<file path="config.mk">
export PLATFORM = sky130hd
export DESIGN_NAME = fminmax_reduce
export DESIGN_NICKNAME = d
export VERILOG_FILES = /design/src/rtl/fminmax_reduce.sv
export SDC_FILE = /design/constraint.sdc
export NUM_CORES = 1
export LEC_CHECK = 0
export CAP_MARGIN = 0
export CORE_MARGIN = 8
export CORE_UTILIZATION = 52
export CTS_CLUSTER_SIZE = 30
export DETAILED_ROUTE_END_ITERATION = 10
export HOLD_SLACK_MARGIN = 0.15
export PLACE_DENSITY = 0.79
export SYNTH_ARGS = -nofsm -noshare
export SYNTH_HDL_FRONTEND = slang
export SYNTH_SLANG_ARGS = --single-unit
export TNS_END_PERCENT = 10
</file>
<file path="constraint.sdc">
create_clock -name clk_i -period 4.3 [get_ports clk_i]
set_input_delay 1.29 -clock clk_i [delete_from_list [all_inputs] [get_ports clk_i]]
set_output_delay 1.29 -clock clk_i [all_outputs]
set_load 0.05 [all_outputs]
</file>
<file path="src/rtl/fminmax_reduce.sv">
// Streaming binary32 min/max reduction with first-occurrence indices and count.
// Optional IEEE minNum/maxNum NaN handling when FMINMAX_NAN_EN is defined.
module fminmax_reduce #(
    parameter int IDX_W = 8
) (
    input  logic             clk_i,
    input  logic             rst_ni,
    input  logic             in_valid_i,
    output logic             in_ready_o,
    input  logic [31:0]      in_data_i,
    input  logic             in_last_i,
    output logic             out_valid_o,
    input  logic             out_ready_i,
    output logic [31:0]      out_min_o,
    output logic [31:0]      out_max_o,
    output logic [IDX_W-1:0] out_min_idx_o,
    output logic [IDX_W-1:0] out_max_idx_o,
    output logic [IDX_W:0]   out_count_o,
    output logic             out_nan_o
);

    localparam logic [31:0] QNAN = 32'h7FC0_0000;

    typedef enum logic [1:0] {
        IDLE,
        ACCUM,
        DONE
    } state_t;

    state_t state_q, state_d;

    logic [31:0]      min_q, min_d;
    logic [31:0]      max_q, max_d;
    logic [IDX_W-1:0] min_idx_q, min_idx_d;
    logic [IDX_W-1:0] max_idx_q, max_idx_d;
    logic [IDX_W:0]   count_q, count_d;
    logic             nan_q, nan_d;
    logic             have_q, have_d;

    logic             fire;
    logic             beat_nan;
    logic             beat_end;
    logic [IDX_W-1:0] beat_idx;
    logic [31:0]      key_in, key_min, key_max;
    logic             lt_min, gt_max;

    // Sign-magnitude to unsigned-orderable key.
    function automatic logic [31:0] fkey(input logic [31:0] v);
        return v[31] ? ~v : (v | 32'h8000_0000);
    endfunction

    assign fire     = in_valid_i && in_ready_o;
    assign beat_idx = (state_q == IDLE) ? '0 : count_q[IDX_W-1:0];
    assign beat_end = in_last_i || (beat_idx == '1);

    assign key_in  = fkey(in_data_i);
    assign key_min = fkey(min_q);
    assign key_max = fkey(max_q);
    assign lt_min  = key_in < key_min;
    assign gt_max  = key_in > key_max;

`ifdef FMINMAX_NAN_EN
    assign beat_nan = (in_data_i[30:23] == 8'hFF) && (in_data_i[22:0] != '0);
`else
    assign beat_nan = 1'b0;
`endif

    always_ff @(posedge clk_i or negedge rst_ni) begin
        if (!rst_ni) begin
            state_q <= IDLE;
        end else begin
            state_q <= state_d;
        end
    end

    always_comb begin
        state_d = state_q;
        unique case (state_q)
            IDLE: begin
                if (fire) begin
                    state_d = beat_end ? DONE : ACCUM;
                end
            end
            ACCUM: begin
                if (fire && beat_end) begin
                    state_d = DONE;
                end
            end
            DONE: begin
                if (out_ready_i) begin
                    state_d = IDLE;
                end
            end
            default: state_d = IDLE;
        endcase
    end

    always_comb begin
        in_ready_o  = 1'b0;
        out_valid_o = 1'b0;
        unique case (state_q)
            IDLE:    in_ready_o  = 1'b1;
            ACCUM:   in_ready_o  = 1'b1;
            DONE:    out_valid_o = 1'b1;
            default: in_ready_o  = 1'b0;
        endcase
    end

    // A frame's first usable beat seeds both extremes; later beats compare.
    always_comb begin
        min_d     = min_q;
        max_d     = max_q;
        min_idx_d = min_idx_q;
        max_idx_d = max_idx_q;
        count_d   = count_q;
        nan_d     = nan_q;
        have_d    = have_q;
        if (fire) begin
            if (state_q == IDLE) begin
                count_d   = (IDX_W+1)'(1);
                nan_d     = beat_nan;
                have_d    = !beat_nan;
                min_d     = beat_nan ? QNAN : in_data_i;
                max_d     = beat_nan ? QNAN : in_data_i;
                min_idx_d = '0;
                max_idx_d = '0;
            end else begin
                count_d = count_q + (IDX_W+1)'(1);
                if (beat_nan) begin
                    nan_d = 1'b1;
                end else if (!have_q) begin
                    have_d    = 1'b1;
                    min_d     = in_data_i;
                    max_d     = in_data_i;
                    min_idx_d = beat_idx;
                    max_idx_d = beat_idx;
                end else begin
                    if (lt_min) begin
                        min_d     = in_data_i;
                        min_idx_d = beat_idx;
                    end
                    if (gt_max) begin
                        max_d     = in_data_i;
                        max_idx_d = beat_idx;
                    end
                end
            end
        end
    end

    always_ff @(posedge clk_i or negedge rst_ni) begin
        if (!rst_ni) begin
            min_q     <= '0;
            max_q     <= '0;
            min_idx_q <= '0;
            max_idx_q <= '0;
            count_q   <= '0;
            nan_q     <= 1'b0;
            have_q    <= 1'b0;
        end else begin
            min_q     <= min_d;
            max_q     <= max_d;
            min_idx_q <= min_idx_d;
            max_idx_q <= max_idx_d;
            count_q   <= count_d;
            nan_q     <= nan_d;
            have_q    <= have_d;
        end
    end

    assign out_min_o     = min_q;
    assign out_max_o     = max_q;
    assign out_min_idx_o = min_idx_q;
    assign out_max_idx_o = max_idx_q;
    assign out_count_o   = count_q;
    assign out_nan_o     = nan_q;

endmodule
</file>
Word level (Yosys, flattened, before mapping)
Cells that the tools add are included.
{ "totals": {"register_bits": 92, "in_bits": 37, "output_inout_bits": 92, "word_cells": 53} }
{ "classes": {"n_addsub": 1, "magnitude_cmp": 2, "n_eq_ne": 8, "muxes": 24, "n_bitwise": 3, "reduce_logical": 8} }
{ "ops": {"columns": ["cell", "count"], "rows": [
  ["32-bit two-way mux", 9],
  ["32-bit inverter", 3],
  ["8-bit two-way mux", 7],
  ["32-bit > comparator", 1],
  ["32-bit < comparator", 1],
  ["9-bit by 1-bit adder with 9-bit output (second input constant)", 1],
  ["9-bit two-way mux", 1],
  ["8-bit equality test (second input constant)", 1],
  ["2-bit two-way mux", 4],
  ["2-bit inequality test (second input constant)", 3],
  ["3-bit by 1-bit inequality test with 1-bit output (second input constant)", 2],
  ["2-bit one-hot mux with 3 select lines", 1],
  ["2-bit AND reduction", 2],
  ["3-bit AND reduction", 1],
  ["2-bit by 1-bit equality test with 1-bit output (second input constant)", 1],
  ["2-bit equality test (second input constant)", 1],
  ["1-bit logical AND", 2],
  ["2-bit logical NOT", 1],
  ["1-bit two-way mux", 2],
  ["2-bit OR reduction", 1],
  ["1-bit logical OR", 1]
]} }

Longest topological paths before layout
{ "depth": {"depth_word": 7, "ltp_mapped": 11, "ltp_nobuf": 8} }

Worst setup path after synthesis
Ideal clock, no wire load.
{ "synth_path": {"path_kind": "in2reg", "from": "in in_data_i[31]", "to": "reg min_q[22], in the netlist out_min_o[22]", "setup_time_ns": 0.128, "t_arrival_ns": 3.866, "required_time_ns": 4.172, "slack_ns": 0.307, "path_stages": 11, "n_path_buf": 3, "path_cell_list": "buf_2 -> buf_1 -> xor2_1 -> ha_1 -> a211oi_1 -> o21ai_1 -> o221ai_1 -> o2111ai_1 -> a211oi_2 -> buf_2 -> mux2_1"} }
{ "synth_between": {"elab_chain_cells": 5} }
{ "synth_rtl": {"columns": ["element", "line_no", "text"], "rows": [
  ["from (decl)", "10", "input logic [31:0] in_data_i,"],
  ["32-bit inverter", "49", "return v[31] ? ~v : (v | 32'h8000_0000);"],
  ["32-bit two-way mux (*)", "49", null],
  ["32-bit < comparator (*)", "59", "assign lt_min = key_in < key_min;"],
  ["3-bit by 1-bit inequality test with 1-bit output (no line) (*)", null, null],
  ["2-bit AND reduction (no line) (*)", null, null],
  ["to (signal assigned)", "161", "min_q <= min_d;"],
  ["to (decl)", "32", "logic [31:0] min_q, min_d;"]
]} }
Mark *: on every way between the ends. The rest lies on a longest branch, timed or not.
A chain may end at the register's enable or synchronous reset.

Final worst setup path
{ "layout_path": {"from": "in in_data_i[9]", "to": "reg min_q[2], in the netlist out_min_o[2]"} }
Same word-level chain as after synthesis.

==> results.sh <==
export IMPL_dp_hpwl_mm=11.6
export IMPL_maxCapViolCount=0
export IMPL_r2r_cells=9
export IMPL_rows=39
export IMPL_clock_sinks=92
export IMPL_max_slew_margin_pct=32.3
export IMPL_arrival_ns=4.28
export IMPL_finalWorstSetupSlack_ns=0.249
export IMPL_power_density_mw_per_mm2=884
export IMPL_slowest_delay_ns=0.53
export IMPL_drc=0
export IMPL_holdPathEnd="have_q"
export IMPL_crit_buf_inv=2
export IMPL_finalHoldViolCount=0
export IMPL_vias=4572
export IMPL_pre_cts_ws_ns=-0.0827
export IMPL_clk_latency_ns=0.36
export IMPL_path_clk_slew_ns=0.06
export IMPL_wl_per_cell_um=18.4
export IMPL_cts_tree="yes"
export IMPL_drt_pass1_iter_count=4
export IMPL_synthCells=543
export IMPL_grt_pass1_vias=5072
export IMPL_design_core_area_mm2=0.0113
export IMPL_gp_congestion=0.854
export IMPL_multi_input_area_mm2=0.00341
export IMPL_status="completed"
export IMPL_final_setup_viol_count=0
export IMPL_avgSynthCellArea_um2=10.9
export IMPL_die_area_mm2=0.0150
export IMPL_numPortBuffers=127
export IMPL_dr_first_iter_drc_count=259
export IMPL_wirelength_mm=15.1
export IMPL_final_antenna_net_count=0
export IMPL_power_leakage_nw=3.26
export IMPL_yosys_area_top_type="dfrtp_1"
export IMPL_worstSetupEndpointType="register"
export IMPL_grt_overflow=0
export IMPL_fin_crit_sh_pct=94.2
export IMPL_fin_skew_ns=0.0104
export IMPL_ys_types=43
export IMPL_tightest_slew_ns=1.02
export IMPL_rsz0062_at_grt="false"
export IMPL_post_cts_setup_buffers=0
export IMPL_r2r_end="out_min_o[2]"
export IMPL_ys_async_sr_fraction_pct=100
export IMPL_die_w_um=123
export IMPL_min_period_ns=4.05
export IMPL_timing_rr_start="out_min_o[31]"
export IMPL_areaGrowthSynthToFinish_pct=30.4
export IMPL_required_ns=4.53
export IMPL_worstSetupStartpointType="primary input"
export IMPL_syn_area_mm2=0.00591
export IMPL_ys_flop_type="dfrtp_1"
export IMPL_clockBufferDepth=2
export IMPL_grt_max_degree=48
export IMPL_io_pins=129
export IMPL_grt_pass1_wl_mm=25.0
export IMPL_synth_seq_cells=92
export IMPL_critical_path_class="in2reg"
export IMPL_start_util_pct=52.4
export IMPL_antennaDiodeCount=0
export IMPL_nets=773
export IMPL_path_cells="clkdlybuf4s50_1 > xor2_1 > ha_1 > a21oi_1 > o21ai_0 > a221oi_1 > o2111ai_1 > a211oi_4 > buf_4 > mux2_1"
export IMPL_ff_latch_area_mm2=0.00230
export IMPL_crit_fanout=14
export IMPL_groute_usage_overall_pct=21.2
export IMPL_yosys_warnings=0
export IMPL_hold_start="have_q"
export IMPL_cts_made_buffers=9
export IMPL_synth_edf_count=0
export IMPL_synth_net_count=644
export IMPL_drive_gt1_share_pct=10.3
export IMPL_hp_class="reg2reg"
export IMPL_hold_buffers=0
export IMPL_antenna_found_initial=0
export IMPL_reg2reg_slack_ns=0.71
export IMPL_fmax_mhz=247
export IMPL_synth_area_top_cells="dfrtp_1 39%, ha_1 14%, xnor2_1 9.0%, mux2_1 6.3%, mux2_2 5.9%"
export IMPL_fin_setup_tns_ns=0
export IMPL_postCtsResizedCells=0
export IMPL_ir_drop_mv=0.571
export IMPL_finalMaxSlewViolations=0
export IMPL_synth_top_area_share_pct=39.0
export IMPL_vias_per_cell=5.58
export IMPL_holdPathStages=2
export IMPL_ys_seq_area_share_pct=39.0
export IMPL_die_height_um=123
export IMPL_critical_path_top_delay_family="compound AO/OA/AOI/OAI gates"
export IMPL_htree_levels=3
export IMPL_slowest_stage="clkdlybuf4s50_1"
export IMPL_cts_root_buf="clkbuf_16"
export IMPL_fillCellCount=867
==> layout make-up <==
class                      count  share of cell area [%]
clock buffer                   9                    2.92
clock inverter                 7                   0.958
inverter                      24                    1.17
multi-input combinational    402                    44.3
sequential                    92                    29.9
tap                          143                    2.32
timing repair buffer         143                    18.4
==> worst register-to-register path, delay by kind of cell, from the launching register on <==
kind / cells / cell delay, ns
AOI/OAI and AO/OA: 5 / 1.25
DFF: 1 / 1.04
xor gates and xnor gates: 1 / 0.18
adders and majority gates: 1 / 0.33
muxes: 1 / 0.36
buffers and inverters: 1 / 0.30
==> registers in the layout (all words and copies together) (netlist names) <==
| name | cells |
|---|---|
| have_q | 1 |
| out_count_o | 9 |
| out_max_idx_o | 8 |
| out_max_o | 32 |
| out_min_idx_o | 8 |
| out_min_o | 32 |
| state_q | 2 |
==> Yosys cell counts, drive strengths merged (2+ instances only) <==
cell type   n
nor2       12
a22o        5
a221oi      2
buf        15
ha         64
o2bb2ai     8
o221ai      2
dfrtp      92
nor3        6
xor2       32
and4        3
a21oi      27
mux2       64
mux2i      10
nand3       9
clkbuf     10
nand4      11
a31oi       3
nand2b      2
nor2b       4
a21o        2
xnor2      61
a211oi      5
nand2      38
inv        24
o21ai      20
==> power by group <==
group	switching [W]	internal (W)	leakage, nW	total, W
Sequential	0.000411	0.00120	1.12	0.00161
Clock	0.000348	0.000453	0.146	0.000802
Combinational	0.00260	0.00180	1.99	0.00440
==> cells by family after synthesis <==
logic type	Yosys count	synth area share, %
flops	92	39.0
other cells	1	0.0634
simple gates	87	6.90
fa+ha+maj	64	13.5
mux	74	13.9
compound gates	83	9.21
buf+inv	49	3.66
xor+xnor	93	13.8
==> metal layers <==
layer  part of all wire, %  vias up  routed length [um]  global-route usage [%]
li1                      -     2165                   -                       -
met1                    41     2281                6170                    23.6
met2                    51      106                7700                    37.9
met3                   6.6       20                1000                    6.72
met4                   1.4        0                 212                    6.40
met5                     0        -                   0                       0
==> through the flow <==
| stage | hold WS (ns) | util [%] | cells | instance area, um^2 | power, W |
|---|---|---|---|---|---|
| after floorplan | 0.463 | - | 543 | 5910 | 0.00459 |
| after global placement | 0.492 | 65.7 | 804 | 7410 | 0.00585 |
| after detailed placement | 0.498 | 65.7 | 804 | 7410 | 0.00602 |
| after CTS | 0.515 | 68.4 | 820 | 7700 | 0.00685 |
| after global routing | 0.541 | 68.4 | 820 | 7700 | 0.00727 |
| final | 0.515 | 68.4 | 820 | 7700 | 0.00681 |
==> worst max-delay path by stage <==
stage / start / end / slack [ns] / depth (start not counted)
3_5_place_dp: in_data_i[9] / out_min_o[2] / -0.08 / 10
3_3_place_gp: in_data_i[9] / out_min_o[6] / 0.10 / 10
4_1_cts: in_data_i[9] / out_min_o[2] / 0.29 / 10
2_1_floorplan: in_data_i[31] / out_min_o[22] / 0.31 / 11
5_1_grt: in_data_i[9] / out_min_o[11] / 0.12 / 10
6_report: in_data_i[9] / out_min_o[2] / 0.25 / 10
==> placed cells by master, fill, tap and decap left out, types with 2 or more instances in the layout <==
| cell type | count |
|---|---|
| buf_4 | 14 |
| ha_1 | 64 |
| and4_1 | 3 |
| a31oi_1 | 3 |
| o21ai_1 | 2 |
| dfrtp_1 | 90 |
| o2bb2ai_1 | 8 |
| nor2_1 | 12 |
| nand4_1 | 11 |
| buf_12 | 3 |
| a22o_1 | 5 |
| inv_6 | 2 |
| a21o_1 | 2 |
| o21ai_0 | 17 |
| clkinv_2 | 2 |
| dfrtp_2 | 2 |
| clkdlybuf4s50_1 | 125 |
| nand2_1 | 38 |
| a221oi_1 | 2 |
| xor2_1 | 32 |
| inv_1 | 24 |
| mux2_2 | 31 |
| a21oi_1 | 27 |
| mux2i_1 | 10 |
| xnor2_1 | 61 |
| a211oi_1 | 4 |
| nor3_1 | 6 |
| clkbuf_16 | 9 |
| o221ai_1 | 2 |
| nand3_1 | 9 |
| nor2b_1 | 4 |
| mux2_1 | 33 |
| nand2b_1 | 2 |
Power figures use the tool's default switching activity.
